`config.mk`:
```
export PLATFORM = sky130hd
export DESIGN_NAME = eth_tx_frame_arb
export DESIGN_NICKNAME = d
export VERILOG_FILES = /design/src/rtl/eth_tx_frame_arb.sv
export SDC_FILE = /design/constraint.sdc
export NUM_CORES = 1
export LEC_CHECK = 0
export ABC_AREA = 1
export ABC_CLOCK_PERIOD_IN_PS = 4400
export CORE_AREA = 4 4 147 149
export DETAILED_ROUTE_END_ITERATION = 10
export DIE_AREA = 0 0 151 153
export SYNTH_ARGS = -nofsm -noshare
export SYNTH_HDL_FRONTEND = slang
export SYNTH_SLANG_ARGS = --single-unit
```
`constraint.sdc`:
```
create_clock -name clk -period 4.4 [get_ports clk]
set_input_delay 0.66 -clock clk [delete_from_list [all_inputs] [get_ports clk]]
set_output_delay 0.66 -clock clk [all_outputs]
set_load 0.01 [all_outputs]
```
`src/rtl/eth_tx_frame_arb.sv`:
```
// Round-robin, frame-granular arbiter sharing one Ethernet header + payload AXI stream
// TX path between S_COUNT sources. Grant is taken on header acceptance and held through tlast.
module eth_tx_frame_arb #(
    parameter int S_COUNT    = 2,
    parameter int DATA_WIDTH = 8
) (
    input  logic                            clk,
    input  logic                            rst,

    input  logic [S_COUNT-1:0]              s_eth_hdr_valid,
    output logic [S_COUNT-1:0]              s_eth_hdr_ready,
    input  logic [S_COUNT*48-1:0]           s_eth_dest_mac,
    input  logic [S_COUNT*48-1:0]           s_eth_src_mac,
    input  logic [S_COUNT*16-1:0]           s_eth_type,
    input  logic [S_COUNT*DATA_WIDTH-1:0]   s_eth_payload_axis_tdata,
    input  logic [S_COUNT-1:0]              s_eth_payload_axis_tvalid,
    output logic [S_COUNT-1:0]              s_eth_payload_axis_tready,
    input  logic [S_COUNT-1:0]              s_eth_payload_axis_tlast,
    input  logic [S_COUNT-1:0]              s_eth_payload_axis_tuser,

    output logic                            m_eth_hdr_valid,
    input  logic                            m_eth_hdr_ready,
    output logic [47:0]                     m_eth_dest_mac,
    output logic [47:0]                     m_eth_src_mac,
    output logic [15:0]                     m_eth_type,
    output logic [DATA_WIDTH-1:0]           m_eth_payload_axis_tdata,
    output logic                            m_eth_payload_axis_tvalid,
    input  logic                            m_eth_payload_axis_tready,
    output logic                            m_eth_payload_axis_tlast,
    output logic                            m_eth_payload_axis_tuser,

    output logic [S_COUNT-1:0]              grant,
    output logic                            busy
);

    localparam int IDX_W = (S_COUNT > 1) ? $clog2(S_COUNT) : 1;

    typedef enum logic [1:0] {
        IDLE,
        HDR,
        PAYLOAD
    } state_t;

    state_t            state;
    logic [IDX_W-1:0]  sel;
    logic [IDX_W-1:0]  last_grant;
    logic [IDX_W-1:0]  winner;
    logic [IDX_W-1:0]  cand;
    logic              req_found;
    logic [S_COUNT-1:0] winner_onehot;
    logic              frame_done;

    logic [47:0]           dest_arr  [S_COUNT];
    logic [47:0]           src_arr   [S_COUNT];
    logic [15:0]           type_arr  [S_COUNT];
    logic [DATA_WIDTH-1:0] tdata_arr [S_COUNT];

    always_comb begin
        for (int i = 0; i < S_COUNT; i++) begin
            dest_arr[i]  = s_eth_dest_mac[i*48 +: 48];
            src_arr[i]   = s_eth_src_mac[i*48 +: 48];
            type_arr[i]  = s_eth_type[i*16 +: 16];
            tdata_arr[i] = s_eth_payload_axis_tdata[i*DATA_WIDTH +: DATA_WIDTH];
        end
    end

    // Search starts one past the previous owner so every requester is served within S_COUNT frames.
    always_comb begin
        // NOTE: every variable gets a default before any branch so no latch is inferred.
        req_found = 1'b0;
        winner    = '0;
        cand      = last_grant;
        for (int k = 0; k < S_COUNT; k++) begin
            cand = (int'(cand) == S_COUNT - 1) ? '0 : cand + 1'b1;
            if (!req_found && s_eth_hdr_valid[cand]) begin
                req_found = 1'b1;
                winner    = cand;
            end
        end
    end

    assign winner_onehot = S_COUNT'(1) << winner;

    always_comb begin
        s_eth_hdr_ready           = '0;
        s_eth_payload_axis_tready = '0;
        if (!rst && state == IDLE && req_found) begin
            s_eth_hdr_ready = winner_onehot;
        end
        if (state == PAYLOAD) begin
            s_eth_payload_axis_tready = S_COUNT'(m_eth_payload_axis_tready) << sel;
        end
    end

    assign m_eth_payload_axis_tdata  = tdata_arr[sel];
    assign m_eth_payload_axis_tvalid = (state == PAYLOAD) && s_eth_payload_axis_tvalid[sel];
    assign m_eth_payload_axis_tlast  = s_eth_payload_axis_tlast[sel];
    assign m_eth_payload_axis_tuser  = s_eth_payload_axis_tuser[sel];

    // tuser does not affect the end of the grant; tlast alone closes the frame.
    assign frame_done = m_eth_payload_axis_tvalid && m_eth_payload_axis_tready
                        && m_eth_payload_axis_tlast;

    // NOTE: state is written with non-blocking assignments so every register updates from pre-edge values.
    always_ff @(posedge clk or posedge rst) begin
        if (rst) begin
            state           <= IDLE;
            sel             <= '0;
            last_grant      <= IDX_W'(S_COUNT - 1);
            grant           <= '0;
            busy            <= 1'b0;
            m_eth_hdr_valid <= 1'b0;
            m_eth_dest_mac  <= '0;
            m_eth_src_mac   <= '0;
            m_eth_type      <= '0;
        end else begin
            case (state)
                IDLE: begin
                    if (req_found) begin
                        state           <= HDR;
                        sel             <= winner;
                        grant           <= winner_onehot;
                        busy            <= 1'b1;
                        m_eth_hdr_valid <= 1'b1;
                        m_eth_dest_mac  <= dest_arr[winner];
                        m_eth_src_mac   <= src_arr[winner];
                        m_eth_type      <= type_arr[winner];
                    end
                end
                HDR: begin
                    if (m_eth_hdr_ready) begin
                        state           <= PAYLOAD;
                        m_eth_hdr_valid <= 1'b0;
                    end
                end
                PAYLOAD: begin
                    if (frame_done) begin
                        state      <= IDLE;
                        grant      <= '0;
                        busy       <= 1'b0;
                        last_grant <= sel;
                    end
                end
                default: begin
                    state <= IDLE;
                    grant <= '0;
                    busy  <= 1'b0;
                end
            endcase
        end
    end

endmodule

```
**Word level (Yosys, flattened, before mapping)**

Cells that the tools add are included.

- Input port bits: 252
- Logic and storage cells: 82
- Output and inout bits: 131
- Flip-flop bits (word level): 120

- Bitwise logic cells: 3
- Shift-type cells: 2
- Muxes and demuxes: 41
- Reduce and logical (&&, ||, !) cells: 15
- Order comparisons: 5
- Equal/unequal tests: 5
- Add/sub/neg operators: 2

Operator list:

| kind | number |
|---|---|
| 48-bit two-way mux | 6 |
| 16-bit two-way mux | 3 |
| 8-bit two-way mux | 3 |
| 1-bit two-way mux | 19 |
| 2-bit two-way mux | 6 |
| 2-bit case mux with 3 select lines | 2 |
| 3-bit AND reduction | 3 |
| 1-bit logical AND | 6 |
| 1-bit by 2-bit < comparator with 1-bit output, second input constant | 3 |
| 2-bit inequality test, second input constant | 3 |
| 2-bit >= comparator, second input constant | 2 |
| 1-bit inverter with 2-bit output | 2 |
| 2-bit AND reduction | 2 |
| 1-bit case mux with 3 select lines | 1 |
| 1-bit adder, second input constant | 2 |
| 2-bit by 1-bit == test with 1-bit output, second input constant | 1 |
| 2-bit == test, second input constant | 1 |
| 1-bit logical NOT | 2 |
| 2-bit logical NOT | 1 |
| 1-bit case mux with 2 select lines | 1 |
| 2-bit nonzero test | 1 |
| 1-bit by 1-bit left shift with 2-bit output | 1 |
| 1-bit by 1-bit left shift with 2-bit output, first input constant | 1 |
| 1-bit inverter | 1 |

**Longest topological paths before layout**

- Word-level depth: 12
- Depth in mapped cells: 7
- Depth with buffers taken out: 7

**Least setup slack after synthesis**

OpenSTA, ideal clock, no wires.

- Path type: input -> output
- Start point: in s_eth_hdr_valid[1]
- End point: out s_eth_hdr_ready[0]
- Required time: 3.740 ns
- Setup slack: 2.183 ns
- Path buffers: 2
- Arrival: 1.557 ns
- Stages: 6
- Cells stage by stage: nor2_1 > nor3_4 > nand2_1 > buf_2 > buf_2 > nor2_1

- Word-level cells in the longest chain between the ends: 8
- Elaborated cells between the ends (all ways): 13
- Classes of those cells: shift (1); mux (9); reduce/logical (3)

Ends and longest elaborated chain:

| what | RTL line | source |
|---|---|---|
| from (decl) | 10 | `input logic [S_COUNT-1:0] s_eth_hdr_valid,` |
| 1-bit two-way mux (not written as such) (2 in a row) | 75 | `if (!req_found && s_eth_hdr_valid[cand]) begin` |
| 1-bit two-way mux | 75 |  |
| 1-bit logical NOT | 75 |  |
| 1-bit logical AND | 75 |  |
| 1-bit two-way mux | 75 |  |
| 1-bit by 1-bit left shift with 2-bit output / 1-bit logical AND (equally long branches) | 82, 87 |  |
| 2-bit two-way mux * | 87 | `if (!rst && state == IDLE && req_found) begin` |
| to (decl) | 11 | `output logic [S_COUNT-1:0] s_eth_hdr_ready,` |

Every way passes the cells marked *; elsewhere a longest branch is shown, timed or not. The select of a mux whose other input is x is not followed.

**Worst setup path in the final report**

Ends and elaborated chain as after synthesis.

==> impl_metrics.ini <==
[synth]
yosys-top-cells-count = 233 x nor2_1, 119 x dfrtp_1, 112 x o22ai_1, 42 x nand2_1, 20 x buf_2
synth_edf_count = 0
synth_area_um2 = 5030
synth_warnings = 0
seq_area_frac_synth_pct = 59.7
async_flop_share_pct = 100
synthesis.instances = 570
synthesis.nets = 822
synth.distinct_cells = 15
ys_seq_elements = 120
synth.most_common_cell = nor2_1
synth_area_leader_cell = dfrtp_1
synth_area_per_cell_um2 = 8.83
synth_flop_cell = dfrtp_1
netlist.area_leader.share_pct = 59.2
synthTopCellsByArea = dfrtp_1 59%, nor2_1 17%, o22ai_1 14%

[timing]
hold_viol = 0
finalClockSkew_ns = 0.0134
fin_setup_tns_ns = 0
fmax_mhz = 345
maxSlewViolCount = 0
finalCritPeriodShare_pct = 65.9
rsz0062_at_grt = no
worstMarginPinSlew_ns = 0.841
period_needed_ns = 2.90
max-slew-margin-rel_pct = 43.9
finalSetupViolCount = 0

[finish]
final_cell_area_um2 = 9710
drive_gt1_share_pct = 4.51
stdcell_count = 1223
nFillCells = 1939
syn_to_final_growth_pct = 93.0
antenna_cells = 0
nNetsFinal = 1192

[floorplanning]
rows = 52
die-area_um2 = 23100
top_level_ports = 383
start_util_pct = 24.9
die_x_um = 151
coreArea_um2 = 20200
fp.dieH_um = 153

[global_routing]
grt_max_degree = 66
overflow = 0
antenna_found_initial = 0
grtUsageTotal_pct = 17.7
first_global_vias = 5475
grt_pass1_wl_um = 31600

[power_and_ir_drop]
leakage_uw = 0.00399
ir_drop_mv = 0.304
power_density_nw_per_um2 = 673

[cts]
cts_setup_buffers = 0
cts_tree = yes
cts.hold.buffers_added = 0
clk_latency_ns = 0.41
htree_levels = 4
cts-root-buf = clkbuf_16
cts_sinks = 120
numCtsBuffers = 17
cts.path.max_buffers = 2
path_clk_slew_ns = 0.05
cts_resized = 0

[worst_setup_path]
cp_max_fo = 3
rr_worst_depth = 5
crit_start = s_eth_hdr_valid[1]
critPathKind = in -> out
start_kind = input port
cp.arrival_ns = 2.24
r2r_start = state[0]$_DFFE_PP0P_
r2r_end = m_eth_type[9]$_DFFE_PP0P_
crit_path_end = s_eth_hdr_ready[0]
worstSetupEndpointType = output port
crit_required_ns = 3.74
r2r_slack_ns = 2.10

[placement]
dpl.hpwl_um = 15300
port_buffers = 382
placed_area_um2 = 9110
gp_congestion = 0.786
place_inst = 1191

[route]
drc_errors = 0
routedWlPerCell_um = 17.4
ant_nets = 0
drt_iter0_markers = 195
routed_wl_um = 21300
drt-pass1-iter-count = 4
detail_route.vias_per_cell = 4.49
vias = 5495

[job]
max_cap_violations = 0

[run_status]
status = finished, final reports clean

[worst_hold_path]
hp-class = reg -> reg
hold_depth = 2
==> worst max-delay path, stage by stage <==
cell and delay, ns:
clkdlybuf4s50_1 0.55, nor2_1 0.11, nor3_4 0.17, nand2_4 0.07
nor2_1 0.09, clkdlybuf4s50_1 0.58
==> worst min path at each step <==
stage / slack, ns / to / from
finish: 0.48 / grant[1]$_DFFE_PP0P_ / grant[1]$_DFFE_PP0P_
CTS: 0.48 / grant[1]$_DFFE_PP0P_ / grant[1]$_DFFE_PP0P_
detailed placement: 0.46 / grant[1]$_DFFE_PP0P_ / grant[1]$_DFFE_PP0P_
floorplan: 0.48 / last_grant$_DFFE_PP1P_ / last_grant$_DFFE_PP1P_
global placement: 0.46 / grant[1]$_DFFE_PP0P_ / grant[1]$_DFFE_PP0P_
global route: 0.49 / grant[1]$_DFFE_PP0P_ / grant[1]$_DFFE_PP0P_
==> cells by family (layout without fill, tap and decap cells) <==
family | Yosys count | count (layout) | synth area share (%)
compound gates | 118 | 118 | 14.6
buf+inv | 49 | 432 | 4.15
flops | 120 | 120 | 59.7
simple gates | 283 | 283 | 21.6
==> metal layers <==
metal	wire length (um)	share of wire [%]	track usage, %
met3	1570	7.4	5.45
met2	11000	52	30.9
met5	0	0	0
met1	8390	39	20.7
met4	357	1.7	5.05
==> flip-flops by register name, indices dropped and copies added (netlist names), 2 cells and up <==
register,flops
state,2
m_eth_src_mac,48
grant,2
m_eth_type,16
m_eth_dest_mac,48
==> final cells by class <==
type                       count  area (um2)  area share (%)
clock buffer                  20         457            4.70
tap                          270         338            3.48
inverter                      11        43.8           0.451
timing repair buffer         389        3890            40.0
sequential                   120        3000            30.9
multi-input combinational    401        1840            18.9
clock inverter                12         141            1.46
==> through the flow <==
stage / worst slack (ns) / utilization, % / hold WS (ns) / total power (uW)
after floorplan: 0.556 / - / 0.481 / 3380
after global placement: 1.28 / 45.2 / 0.455 / 5140
after detailed placement: 1.27 / 45.2 / 0.464 / 5160
after CTS: 1.49 / 48.1 / 0.478 / 6630
after global routing: 1.43 / 48.1 / 0.486 / 6980
final: 1.50 / 48.1 / 0.481 / 6530
==> power breakdown <==
part / total, uW / switching [uW] / internal, uW
Combinational: 3130 / 1500 / 1620
Sequential: 2000 / 328 / 1670
Clock: 1410 / 541 / 872
==> cell usage in the layout, fill, tap and decap left out, types with 4 or more instances in the layout <==
cell type        netlist  layout
o22ai_1              112     112
o21ai_0                4       4
inv_1                 11      10
clkbuf_16              0      17
dfrtp_1              119     119
nand2_1               42      41
buf_4                  0       6
clkdlybuf4s50_1        0     382
clkinvlp_4             0       5
nor2_1               233     233
Note: power is estimated with default switching activity, not from simulation.
